File: src/rtl/rotation_aligner.sv
// Searches rotation amounts 0..WIDTH-1, one per clock, for the one that turns data_in into pattern.
// Define ROT_ALIGN_COUNT_EN to scan every amount and report how many of them match on match_count.
module rotation_aligner #(
  parameter int WIDTH = 8,
  parameter int AMT_W = 3
) (
  input  logic             clk,
  input  logic             rst,
  input  logic             start,
  input  logic [WIDTH-1:0] data_in,
  input  logic [WIDTH-1:0] pattern,
  input  logic             lr,
  output logic             busy,
  output logic             done,
  output logic             found,
  output logic [AMT_W-1:0] amount,
`ifdef ROT_ALIGN_COUNT_EN
  output logic [AMT_W:0]   match_count,
`endif
  output logic [WIDTH-1:0] data_out
);

  typedef enum logic [1:0] {IDLE, SEARCH, DONE} state_t;

  localparam logic [AMT_W-1:0] LAST_CAND = AMT_W'(WIDTH - 1);

  state_t           state, next_state;
  logic [WIDTH-1:0] data_q, pat_q, rot;
  logic             lr_q;
  logic [AMT_W-1:0] cand;
  logic             hit, last, finish;

`ifdef ROT_ALIGN_COUNT_EN
  logic             best_found;
  logic [AMT_W-1:0] best_amt;
  logic [WIDTH-1:0] best_rot;
  logic [AMT_W:0]   cnt;
`endif

  // Rotation via a doubled word: the upper half of a left shift, or the lower half of a right shift.
  function automatic logic [WIDTH-1:0] rotate(input logic [WIDTH-1:0] d,
                                              input logic [AMT_W-1:0] k,
                                              input logic left);
    logic [2*WIDTH-1:0] dbl;
    dbl = {d, d};
    if (left) begin
      dbl = dbl << k;
      rotate = dbl[2*WIDTH-1:WIDTH];
    end else begin
      dbl = dbl >> k;
      rotate = dbl[WIDTH-1:0];
    end
  endfunction

  always_comb begin
    rot  = rotate(data_q, cand, lr_q);
    hit  = (rot == pat_q);
    last = (cand == LAST_CAND);
`ifdef ROT_ALIGN_COUNT_EN
    finish = (state == SEARCH) && last;
`else
    finish = (state == SEARCH) && (hit || last);
`endif
  end

  always_ff @(posedge clk) begin
    if (rst) state <= IDLE;
    else     state <= next_state;
  end

  always_comb begin
    next_state = state;
    case (state)
      IDLE:    if (start) next_state = SEARCH;
      SEARCH:  if (finish) next_state = DONE;
      DONE:    next_state = IDLE;
      default: next_state = IDLE;
    endcase
  end

  // Results are committed on the last search cycle so done and the outputs appear together.
  always_ff @(posedge clk) begin
    if (rst) begin
      data_q   <= '0;
      pat_q    <= '0;
      lr_q     <= 1'b0;
      cand     <= '0;
      busy     <= 1'b0;
      done     <= 1'b0;
      found    <= 1'b0;
      amount   <= '0;
      data_out <= '0;
`ifdef ROT_ALIGN_COUNT_EN
      best_found  <= 1'b0;
      best_amt    <= '0;
      best_rot    <= '0;
      cnt         <= '0;
      match_count <= '0;
`endif
    end else begin
      done <= 1'b0;
      case (state)
        IDLE: if (start) begin
          data_q <= data_in;
          pat_q  <= pattern;
          lr_q   <= lr;
          cand   <= '0;
          busy   <= 1'b1;
          found  <= 1'b0;
`ifdef ROT_ALIGN_COUNT_EN
          best_found <= 1'b0;
          best_amt   <= '0;
          best_rot   <= '0;
          cnt        <= '0;
`endif
        end
        SEARCH: begin
`ifdef ROT_ALIGN_COUNT_EN
          if (hit) begin
            cnt <= cnt + 1'b1;
            if (!best_found) begin
              best_found <= 1'b1;
              best_amt   <= cand;
              best_rot   <= rot;
            end
          end
          if (finish) begin
            busy        <= 1'b0;
            done        <= 1'b1;
            match_count <= cnt + (AMT_W+1)'(hit);
            if (best_found) begin
              found    <= 1'b1;
              amount   <= best_amt;
              data_out <= best_rot;
            end else if (hit) begin
              found    <= 1'b1;
              amount   <= cand;
              data_out <= rot;
            end else begin
              found    <= 1'b0;
              amount   <= '0;
              data_out <= data_q;
            end
          end else begin
            cand <= cand + 1'b1;
          end
`else
          if (finish) begin
            busy     <= 1'b0;
            done     <= 1'b1;
            found    <= hit;
            amount   <= hit ? cand : '0;
            data_out <= hit ? rot : data_q;
          end else begin
            cand <= cand + 1'b1;
          end
`endif
        end
        default: ;
      endcase
    end
  end

endmodule

File: config.mk
export PLATFORM = sky130hd
export DESIGN_NAME = rotation_aligner
export DESIGN_NICKNAME = d
export VERILOG_FILES = /design/src/rtl/rotation_aligner.sv
export SDC_FILE = /design/constraint.sdc
export NUM_CORES = 1
export LEC_CHECK = 0
export CORE_ASPECT_RATIO = 1.4
export CORE_UTILIZATION = 44
export DETAILED_ROUTE_END_ITERATION = 12
export PLACE_DENSITY = 0.66
export SYNTH_ARGS = -nofsm -noshare
export SYNTH_HDL_FRONTEND = slang
export SYNTH_SLANG_ARGS = --single-unit
File: constraint.sdc
create_clock -name clk -period 7.7 [get_ports clk]
set_input_delay 1.54 -clock clk [delete_from_list [all_inputs] [get_ports clk]]
set_output_delay 1.54 -clock clk [all_outputs]
set_load 0.02 [all_outputs]
# [Word-level counts from Yosys, hierarchy flattened]
# Index checks and enable logic that the tools add are counted.
[totals] register_bits=36 output_inout_bits=14
[classes] n_addsub=1 n_mux=16 n_bitwise=1 reduce_logical=10 eq_ne=6 shift=2
[op_table] op="$mux 8" n=2
[op_table] op="$shl 16x3->16" n=1
[op_table] op="$shr 16x3->8" n=1
[op_table] op="$mux 3" n=3
[op_table] op="$eq 8x8->1" n=1
[op_table] op="$ne 2x2->1 const B" n=3
[op_table] op="$pmux 3 s2" n=1
[op_table] op="$reduce_and 2->1" n=3
[op_table] op="$reduce_and 3->1" n=2
[op_table] op="$mux 1" n=5
[op_table] op="$mux 2" n=2
[op_table] op="$pmux 1 s2" n=2
[op_table] op="$pmux 2 s2" n=1
[op_table] op="$add 3x1->3 const B" n=1
[op_table] op="$eq 3x3->1 const B" n=1
[op_table] op="$eq 2x1->1 const B" n=1
[op_table] op="$logic_not 2->1" n=1
[op_table] op="$reduce_bool 2->1" n=1
[op_table] op="$reduce_or 2->1" n=1
[op_table] op="$logic_and 1x1->1" n=1
[op_table] op="$logic_or 1x1->1" n=1
[op_table] op="$not 1->1" n=1

# [Longest topological paths before layout]
[depth] ltp_word=7 mapped_depth=12 depth_no_buf=8

# [Worst setup path after synthesis]
# OpenSTA, ideal clock, no wires.
[synth_path] kind="register to register" from="register lr_q" to="register cand[0]" path_buffers=3 stages_incl_launch_ff=12 slack_ps=4799 synth_period_minus_slack_ps=2901 setup_time_ps=123 arrival_time_ps=2777 cell_sequence="dfxtp_1 buf_4 buf_8 buf_6 mux2i_1 o22ai_1 nor2_1 mux2_1 a221oi_1 nor4_4 nor3b_2 mux2_1"
[synth_between] elab_chain_cells=6
[synth_rtl] element="from (decl)" line="29" source="logic lr_q;"
[synth_rtl] element="from (signal assigned)" line="106" source="lr_q <= lr;"
[synth_rtl] element="$mux 8" line="46" source="if (left) begin"
[synth_rtl] element="$eq 8x8->1" line="57" source="hit = (rot == pat_q);"
[synth_rtl] element="$logic_or 1x1->1" line="62" source="finish = (state == SEARCH) && (hit || last);"
[synth_rtl] element="$logic_and 1x1->1" line="62"
[synth_rtl] element="$ne 2x2->1 (no line)"
[synth_rtl] element="$reduce_and 3->1 (no line)"
[synth_rtl] element="to (signal assigned)" line="155" source="cand <= cand + 1'b1;"
[synth_rtl] element="to (decl)" line="30" source="logic [AMT_W-1:0] cand;"
# No other way between the ends.
# A chain may end at the register's enable or synchronous reset.

# [Final worst setup path]
[layout_path] from="register cand[1]" to="register amount[0]"
[layout_between] elab_chain_cells=6
[layout_rtl] element="$shr 16x3->8 or $shl 16x3->16 (tied branches)" line="50, 47"
[layout_rtl] element="$mux 8" line="46"
[layout_rtl] element="$eq 8x8->1" line="57"
[layout_rtl] element="$logic_or 1x1->1" line="62"
[layout_rtl] element="$logic_and 1x1->1" line="62"
[layout_rtl] element="$reduce_and 2->1 (no line)"
[layout_rtl] element="to (signal assigned)" line="152" source="amount <= hit ? cand : '0;"
[layout_rtl] element="to (decl)" line="16" source="output logic [AMT_W-1:0] amount,"
# Parallel ways exist; a longest one is shown, timed or not.

==> metrics.txt <==
I/O Pins=34; Post-Route Setup TNS=0 ns; via-per-instance ratio=5.69; Lkg Pwr=0.993 nW; Die X=64.8 um; Hold-fix buffers, CTS=0; PD cells=182 nW/um2; Logic pwr share=30.1%; unique cell type count in the Yosys netlist=37; fin. max-slew vios=0; clock root buffer master=clkbuf_8; Hold Fails Final Rpt=0; Syn Std Cell Area=2430 um2; status=finished, final reports clean; CP arrival=4.06 ns; Cell Int Power=0.000333 W; maximum clock frequency=258 MHz; Routed Antenna Nets=0; gp weighted congestion=0.882; WL/cell=15.0 um; setup bufs post-CTS=0; pre-CTS setup slack=3.86 ns; Die H=89.9 um; crit start category=register; HPWL after DPL=3910 um; Port Buffer Count=33; Synth top area share=29.7%; relative slew slack=30.8%; worst-margin pin slew=1.04 ns; Final #Nets=337; final worst path period need=3.87 ns; Area growth syn-to-layout=14.8%; Clk network pwr share=26.7%; ratio of cells with drive above 1 in the final layout=6.33%; Synth area leader=dfxtp_1; Async SR Flop Fraction=0%; Hold Path Class=register to register; Worst Hold Slack=0.460 ns; Post-Syn Nets=323; Die Area=5830 um2; initial antenna violation count=0; Initial DRT Pass Iterations=4; Vias=2175; Yosys Warn Count=0; GRT Util Overall=20.9%; CP Class=register to register; RSZ-0062 raised after global routing=false; largest fanout on the critical path=20; Yosys reg bits=36; CP required=7.89 ns; core area=5240 um2; fin util=53.3%; post-CTS sizing=0; first-pass GRT wire length=9600 um; Area contributors post-synth=dfxtp_1 (30%), mux2i_1 (14%), nand2_1 (6.2%), a21oi_1 (6.0%), o211a_1 (3.3%); drc violations=0; Switch Pwr=0.000175 W; Seq pwr share=43.2%; critical path capture point type=register; final setup skew=0.00611 ns; GRT overflow=0; final setup violation count=0; Main synth FF type=dfxtp_1; violation count after the first detailed-route iteration=107; Cells after Synth=301; CTS tree=yes; largest net degree at the start of global routing=34; total wire length=5720 um; row cnt=31; ANT cells=0; Final Worst Setup Slack=3.83 ns; initial core utilization=46.4%; Avg Cell Area, Syn=8.07 um2; sequential share of the synthesized area=29.7%; Sink Count=36; number of max-cap violations=0; Skew-Pair Late Insertion Delay=0.29 ns; Clock transition at path regs=0.07 ns; H-tree depth=2; Post-DP Area=2710 um2; peak supply drop=0.0907 mV; number of buffers created by CTS=5; number of synthesized flops with an enable pin=0; Tcrit/Tclk final=50.3%; vias in the first global route=1917; final instance area=2790 um2; CTS Buffer Depth=2; switching share of power=34.4%
==> metal layers <==
metal / GRT usage, % / wire length (um) / share of wire (%) / vias up
li1: - / - / - / 1110
met1: 26.2 / 2580 / 45 / 1012
met2: 33.9 / 2810 / 49 / 40
met3: 3.43 / 148 / 2.6 / 13
met4: 10.4 / 179 / 3.1 / 0
met5: 0 / 0 / 0 / -
==> critical path, stage by stage (launching register included) <==
cell	delay, ns
dfxtp_1	0.72
nand2b_1	0.37
o22ai_1	0.27
or4_1	0.52
a21oi_1	0.15
a221oi_1	0.12
nor4_4	0.88
o21ai_2	0.36
a32o_1	0.38
==> flip-flops by register name, indices dropped and copies added, names as in the netlist <==
signal    cells
lr_q          1
found         1
pat_q         8
data_out      8
data_q        8
amount        3
busy          1
state         2
done          1
cand          3
==> metrics by stage <==
| step | total power [W] | instances |
|---|---|---|
| floorplan | 0.000341 | 301 |
| detailed placement | 0.000378 | 374 |
| global route | 0.000537 | 382 |
| global placement | 0.000375 | 374 |
| CTS | 0.000513 | 382 |
| finish | 0.000508 | 382 |
==> Yosys cell counts (all sizes together), types with 2 or more instances <==
master	number
a211oi	9
a21oi	29
a221oi	12
a31o	3
and3	4
buf	14
clkbuf	14
dfxtp	36
ha	2
inv	14
mux2	5
mux2i	34
nand2	40
nand2b	9
nor2	19
nor2b	2
nor3	15
nor4	5
o211a	8
o21a	5
o21ai	5
o22ai	8
or4	4
==> cell families (layout without fill, tap and decap cells) <==
| group | count (synthesis) | count (layout) | share of synthesized area, % |
|---|---|---|---|
| and+or+nand+nor | 100 | 100 | 20.0 |
| AOI/OAI and AO/OA | 81 | 81 | 24.4 |
| buffers and inverters | 43 | 58 | 8.60 |
| muxes | 39 | 39 | 16.3 |
| DFF | 36 | 36 | 29.7 |
| adders and majority gates | 2 | 2 | 1.03 |
==> final timing paths <==
| path | from | slack [ns] | to | cells after the start |
|---|---|---|---|---|
| worst max register to register | cand[1] | 3.83 | amount[0] | 8 |
| worst max-delay path | cand[1] | 3.83 | amount[0] | 8 |
| worst min-delay path | lr_q | 0.46 | lr_q | 2 |
| worst min register to register | lr_q | 0.46 | lr_q | 2 |
==> power by group through the flow <==
stage	Sequential (W)	Combinational, W	Clock [W]
after floorplan	0.000216	0.000124	0
final	0.000219	0.000153	0.000136
after CTS	0.000219	0.000154	0.000140
after global routing	0.000222	0.000168	0.000147
after detailed placement	0.000224	0.000154	0
after global placement	0.000223	0.000152	0
==> cells in the final DEF (no fill, tap or decap), types with 3 or more instances in the layout <==
master / Yosys / routed
and3_1: 4 / 4
a221oi_1: 9 / 9
nand2b_1: 9 / 9
nor2_1: 19 / 19
nor3_1: 15 / 15
a221oi_2: 3 / 3
o211a_1: 8 / 8
mux2_2: 3 / 3
o22ai_1: 7 / 7
inv_1: 14 / 14
clkdlybuf4s50_1: 0 / 33
a211oi_1: 7 / 7
mux2i_1: 34 / 34
a31o_1: 3 / 3
nand2_1: 40 / 40
o21ai_0: 4 / 4
o21a_1: 5 / 5
nor4_1: 4 / 4
clkbuf_8: 0 / 5
a21oi_1: 29 / 29
or4_1: 4 / 4
dfxtp_1: 36 / 36
==> cell type report <==
class / count / area, um2
multi-input cells: 222 / 1500
well taps: 66 / 82.6
flip-flops and latches: 36 / 721
repair buffers: 35 / 345
inverters: 15 / 56.3
clock inverters: 1 / 8.76
fillers: 533 / 2450
clock buffers: 7 / 76.3
Note: power is estimated with default switching activity, not from simulation.
